<file path="config.mk">
export PLATFORM = sky130hd
export DESIGN_NAME = draw_scheduler
export DESIGN_NICKNAME = d
export VERILOG_FILES = /design/src/rtl/draw_pkg.sv /design/src/rtl/rr_arbiter2.sv /design/src/rtl/draw_scheduler.sv
export SDC_FILE = /design/constraint.sdc
export NUM_CORES = 1
export LEC_CHECK = 0
export CORE_MARGIN = 2
export CORE_UTILIZATION = 40
export CTS_CLUSTER_DIAMETER = 150
export DETAILED_ROUTE_END_ITERATION = 10
export PLACE_DENSITY = 0.69
export REMOVE_ABC_BUFFERS = 1
export SYNTH_ARGS = -nofsm -noshare
export SYNTH_HDL_FRONTEND = slang
export SYNTH_SLANG_ARGS = --single-unit
</file>
<file path="constraint.sdc">
create_clock -name clk -period 3.17 [get_ports clk]
set_input_delay 0.634 -clock clk [delete_from_list [all_inputs] [get_ports clk]]
set_output_delay 0.634 -clock clk [all_outputs]
set_load 0.01 [all_outputs]
</file>
<file path="src/rtl/draw_pkg.sv">
// Shared definitions for the symbol-draw path: scheduler state encoding, symbol id type
// and the screen limits also used by the drawer and the VGA glue.
package draw_pkg;

    typedef enum logic [1:0] {
        ST_IDLE   = 2'd0,
        ST_LAUNCH = 2'd1,
        ST_WAIT   = 2'd2
    } state_t;

    typedef logic [1:0] sym_t;

    localparam int SCREEN_W = 160;
    localparam int SCREEN_H = 120;

endpackage

</file>
<file path="src/rtl/rr_arbiter2.sv">
// Combinational two-way round-robin choice; last = index of the requester granted last.
// On a tie the requester that was not granted last wins. Grant is one-hot or zero.
module rr_arbiter2 (
    input  logic [1:0] req,
    input  logic       last,
    output logic [1:0] gnt
);

    always_comb begin
        gnt = 2'b00;
        case (req)
            2'b01:   gnt = 2'b01;
            2'b10:   gnt = 2'b10;
            2'b11:   gnt = last ? 2'b01 : 2'b10;
            default: gnt = 2'b00;
        endcase
    end

endmodule

</file>
<file path="src/rtl/draw_scheduler.sv">
// Shares one symbol drawer between two cell-addressed requesters: round-robin pick,
// cell-to-pixel conversion, one-cycle launch, completion wait with watchdog abort.
module draw_scheduler
    import draw_pkg::*;
#(
    parameter int X0      = 16,
    parameter int Y0      = 8,
    parameter int CELL_W  = 16,
    parameter int CELL_H  = 16,
    parameter int COLS    = 8,
    parameter int ROWS    = 6,
    parameter int TIMEOUT = 255
) (
    input  logic       clk,
    input  logic       reset,
    input  logic [1:0] req,
    input  logic [2:0] req_col0,
    input  logic [2:0] req_col1,
    input  logic [2:0] req_row0,
    input  logic [2:0] req_row1,
    input  logic [1:0] req_sym0,
    input  logic [1:0] req_sym1,
    output logic [1:0] ack,
    output logic       err,
    output logic       draw_start,
    output logic [7:0] draw_x,
    output logic [6:0] draw_y,
    output logic [1:0] draw_sym,
    input  logic       draw_done,
    output logic       busy
);

    localparam int WDOG_W = $clog2(TIMEOUT + 1);

    state_t            state_q, state_d;
    logic [1:0]        ack_q, ack_d;
    logic              err_q, err_d;
    logic              start_q, start_d;
    logic              busy_q, busy_d;
    logic [7:0]        x_q, x_d;
    logic [6:0]        y_q, y_d;
    sym_t              sym_q, sym_d;
    logic [WDOG_W-1:0] wdog_q, wdog_d;
    logic              last_q, last_d;

    logic [1:0] req_eff;
    logic [1:0] gnt;
    logic       win;
    logic [2:0] col_w;
    logic [2:0] row_w;
    sym_t       sym_w;
    logic       out_of_range;

    // A requester sees its ack one cycle late and may still be holding req; don't grant it twice.
    assign req_eff = req & ~ack_q;

    rr_arbiter2 u_arb (
        .req  (req_eff),
        .last (last_q),
        .gnt  (gnt)
    );

    assign win          = gnt[1];
    assign col_w        = win ? req_col1 : req_col0;
    assign row_w        = win ? req_row1 : req_row0;
    assign sym_w        = win ? req_sym1 : req_sym0;
    assign out_of_range = (32'(col_w) >= COLS) || (32'(row_w) >= ROWS);

    always_comb begin
        state_d = state_q;
        ack_d   = 2'b00;
        err_d   = 1'b0;
        start_d = 1'b0;
        x_d     = x_q;
        y_d     = y_q;
        sym_d   = sym_q;
        wdog_d  = wdog_q;
        last_d  = last_q;

        case (state_q)
            ST_IDLE: begin
                if (gnt != 2'b00) begin
                    ack_d  = gnt;
                    last_d = win;
                    if (out_of_range) begin
                        err_d = 1'b1;
                    end else begin
                        state_d = ST_LAUNCH;
                        x_d     = 8'(9'(X0) + 9'(col_w) * 9'(CELL_W));
                        y_d     = 7'(8'(Y0) + 8'(row_w) * 8'(CELL_H));
                        sym_d   = sym_w;
                    end
                end
            end
            ST_LAUNCH: begin
                state_d = ST_WAIT;
                start_d = 1'b1;
                wdog_d  = '0;
            end
            ST_WAIT: begin
                // Completion takes priority over a watchdog expiry on the same cycle.
                if (draw_done) begin
                    state_d = ST_IDLE;
                end else if (wdog_q == WDOG_W'(TIMEOUT - 1)) begin
                    state_d = ST_IDLE;
                    err_d   = 1'b1;
                end else begin
                    wdog_d = wdog_q + 1'b1;
                end
            end
            default: state_d = ST_IDLE;
        endcase

        busy_d = (state_d != ST_IDLE);
    end

    always_ff @(posedge clk or posedge reset) begin
        if (reset) begin
            state_q <= ST_IDLE;
            ack_q   <= 2'b00;
            err_q   <= 1'b0;
            start_q <= 1'b0;
            busy_q  <= 1'b0;
            x_q     <= '0;
            y_q     <= '0;
            sym_q   <= '0;
            wdog_q  <= '0;
            last_q  <= 1'b1;
        end else begin
            state_q <= state_d;
            ack_q   <= ack_d;
            err_q   <= err_d;
            start_q <= start_d;
            busy_q  <= busy_d;
            x_q     <= x_d;
            y_q     <= y_d;
            sym_q   <= sym_d;
            wdog_q  <= wdog_d;
            last_q  <= last_d;
        end
    end

    assign ack        = ack_q;
    assign err        = err_q;
    assign draw_start = start_q;
    assign busy       = busy_q;
    assign draw_x     = x_q;
    assign draw_y     = y_q;
    assign draw_sym   = sym_q;

endmodule

</file>
==> run summary <==
Finish
* **antenna diode instance count** 0
* **area growth from synthesis to layout** 30.2%
* **Layout Cells excl Fill** 217
* **register cell area after layout** 652 um2
* **FILL cells** 306
* **net count reported at finish** 196
* **area occupied by multi-input gates** 669 um2
* **post-layout utilization of the core** 55.0%
* **cell area after layout** 1850 um2
* **fraction of layout instances using a drive strength above 1** 14.0%

Synthesis
* **most used flip-flop cell after synthesis** dfrtp_1
* **proportion of synthesized chip area in sequential cells** 45.9%
* **Post-Syn Area** 1420 um2
* **Post-Synthesis Mean Instance Area** 10.8 um2
* **most frequent cell after synthesis** dfrtp_1
* **cell types with the largest area share after synthesis** dfrtp_1 44%, mux2_4 6.3%, mux2_2 4.0%
* **register bit count reported by yosys** 26
* **library cells used by synthesis** 40
* **most instantiated cells after synthesis** 25 x dfrtp_1, 8 x inv_1, 8 x nand3_1, 8 x nor3_1, 7 x buf_4
* **count of synthesis-stage warnings from yosys** 0
* **Yosys top cell by area** dfrtp_1
* **gate count of the mapped netlist** 132
* **post-synth top area share** 44.1%
* **number of enable-type register cells in the synthesized netlist** 0
* **fraction of registers with async set/reset** 100%

Clocking
* **number of buffers inserted by hold repair at cts** 0
* **CTS tree** yes
* **CTS clock-pin slew for the worst setup and hold paths** 0.14 ns
* **post-CTS setup-driven buffer insertion count** 0
* **Clk Tree Root Cell** clkbuf_4
* **CTS sink count** 26
* **depth of the CTS H-tree** 1
* **Num CTS Buffers** 3
* **maximum clock path buffer count** 2
* **clock latency at the later pin of the worst-skew pair** 0.32 ns
* **Gates resized, CTS repair** 0

Routing
* **remaining routing DRC violations** 0
* **Total Wirelength** 2.82 mm
* **DR vias/cell** 5.03
* **number of iterations in the first detailed-routing pass** 4
* **mean routed wirelength per cell** 13.0 um
* **post-route ant nets** 0
* **DRC violation total after the first TritonRoute iteration** 41
* **via count** 1091

Global routing
* **total congestion overflow** 0
* **maximum number of pins on one net before global-route repair** 27
* **antenna violations before repair** 0
* **number of global-route vias before repair** 1193
* **first-pass GRT wire length** 5.29 mm
* **overall global routing resource usage** 16.4%

Worst setup path
* **worst r2r path cells** 8
* **type of the setup path with the least slack** input port to flop
* **cell seen most often among critical-path stages** mux2_2
* **startpoint type of the worst setup path** input port
* **Crit path max-delay family** simple AND/OR/NAND/NOR gates
* **worst-path maximum fanout** 4
* **Crit-path slowest cell** or4b_2
* **stage delay of the slowest cell on the critical path** 0.59 ns
* **WP data arrival** 2.87 ns
* **required arrival time at the worst endpoint** 3.44 ns
* **instance count on the critical path** 8
* **Critical Path End Type** flop
* **cell chain of the critical path** clkdlybuf4s50_1 > and3b_1 > or2_1 > mux2_2 > ha_1 > or4b_2 > o211ai_1 > mux2_2
* **number of buffer and inverter instances along the worst setup path** 1

Pwr
* **static leakage power** 0.821 nW
* **power per unit of standard cell area** 761 nW/um2
* **Max VDD drop** 0.378 mV

STA
* **clock tree skew after final layout** 0.00659 ns
* **ratio of final minimum period to clock period** 82.2%
* **setup repair after global routing missed its margin** false
* **Setup TNS Final** 0 ns
* **# setup viols final** 0
* **final number of hold-violating endpoints** 0
* **headroom to the max-slew limit** 57.2%
* **highest clock rate** 384 MHz
* **transition at the pin with the smallest max-transition slack** 0.638 ns
* **Period minus WS final** 2.61 ns
* **Worst Hold Slack** 0.498 ns
* **number of slew-limit violations in the final report** 0

Hold path
* **worst hold-check path type** flop to flop
* **Cells on Worst Hold Path** 1

Placement
* **Final HPWL DP** 2.18 mm
* **IO Port Bufs** 35
* **Placement Cell Area** 1800 um2
* **global placer's final weighted congestion** 0.806
* **Post-Place Cells** 213

Floorplanning
* **area of the core region** 3360 um2
* **die width** 63.6 um
* **die outline height** 63.6 um
* **die area** 4040 um2
* **Std-Cell Rows** 21
* **starting utilization of the core area** 42.2%
* **I/O pin total** 43

Flow run
* **maximum capacitance violations** 0

Outcome
* **outcome** finished clean

## final timing paths
| check | start | end | slack, ns |
|---|---|---|---|
| worst max register to register | last_q | draw_x[6] | 0.82 |
| worst min-delay path | draw_y[3] | draw_y[3] | 0.50 |
| min in group asynchronous | reset | busy | 0.64 |
| max in group asynchronous | reset | last_q | 2.24 |
| worst min register to register | draw_y[3] | draw_y[3] | 0.50 |
| worst max-delay path | req[0] | draw_x[6] | 0.56 |
## layer usage
metal / routed length (um) / global-route usage, % / vias to the layer above
li1: - / - / 531
met1: 1230 / 19.7 / 513
met2: 1410 / 28.8 / 39
met3: 130 / 3.21 / 8
met4: 55 / 6.25 / 0
met5: 0 / 0 / -
## stage by stage
step           total power [mW]  setup slack [ns]
6_report                   1.41             0.563
5_1_grt                    1.51             0.476
4_1_cts                    1.42             0.572
2_1_floorplan             0.884             0.680
3_3_place_gp               1.17             0.372
3_5_place_dp               1.19             0.250
## layout by cell type (no fill, tap or decap), types with 2 or more instances in the layout
cell,n
o21ai_0,5
buf_4,5
and3_1,2
conb_1,7
a21boi_0,2
mux2_2,5
o31ai_1,2
a21oi_1,2
nand2_1,3
and2b_1,2
o211ai_1,2
nand3_1,8
nor2_1,3
clkdlybuf4s50_1,35
nor3_1,8
nor3b_1,3
ha_1,3
xor2_1,4
inv_1,8
dfrtp_1,25
mux2_4,6
nand4_1,3
mux2i_1,2
o2bb2ai_1,2
nand2b_1,6
clkbuf_4,3
## flip-flops by register name, summed over array words and instances, names as in the netlist
signal	count
last_q	1
busy	1
draw_start	1
ack	2
draw_y	4
draw_x	4
draw_sym	2
wdog_q	8
err	1
state_q	2
## cell families (layout without fill, tap and decap cells)
| group | after synthesis | in the layout | share of synthesized area [%] |
|---|---|---|---|
| other | 1 | 7 | 0.264 |
| buffers and inverters | 19 | 52 | 8.55 |
| adders and majority gates | 3 | 3 | 2.64 |
| xor gates and xnor gates | 4 | 4 | 2.47 |
| AOI/OAI and AO/OA | 19 | 19 | 8.72 |
| muxes | 13 | 13 | 11.7 |
| and+or+nand+nor | 47 | 47 | 19.7 |
| DFF | 26 | 26 | 45.9 |
## where the power goes
group	total [mW]	switching (mW)	leakage (nW)	internal, mW
sequential	0.545	0.0925	0.328	0.453
combinational	0.636	0.275	0.465	0.361
clock	0.226	0.0982	0.0279	0.128
## area by class of cell
| class | instances | share of cell area (%) |
|---|---|---|
| Clock buffer | 3 | 1.22 |
| Clock inverter | 1 | 1.62 |
| Inverter | 8 | 1.62 |
| Multi-Input combinational cell | 93 | 36.2 |
| Sequential cell | 26 | 35.3 |
| Tap cell | 46 | 3.11 |
| Timing Repair Buffer | 40 | 21.0 |
No activity file was read; power rests on OpenSTA's default activity.
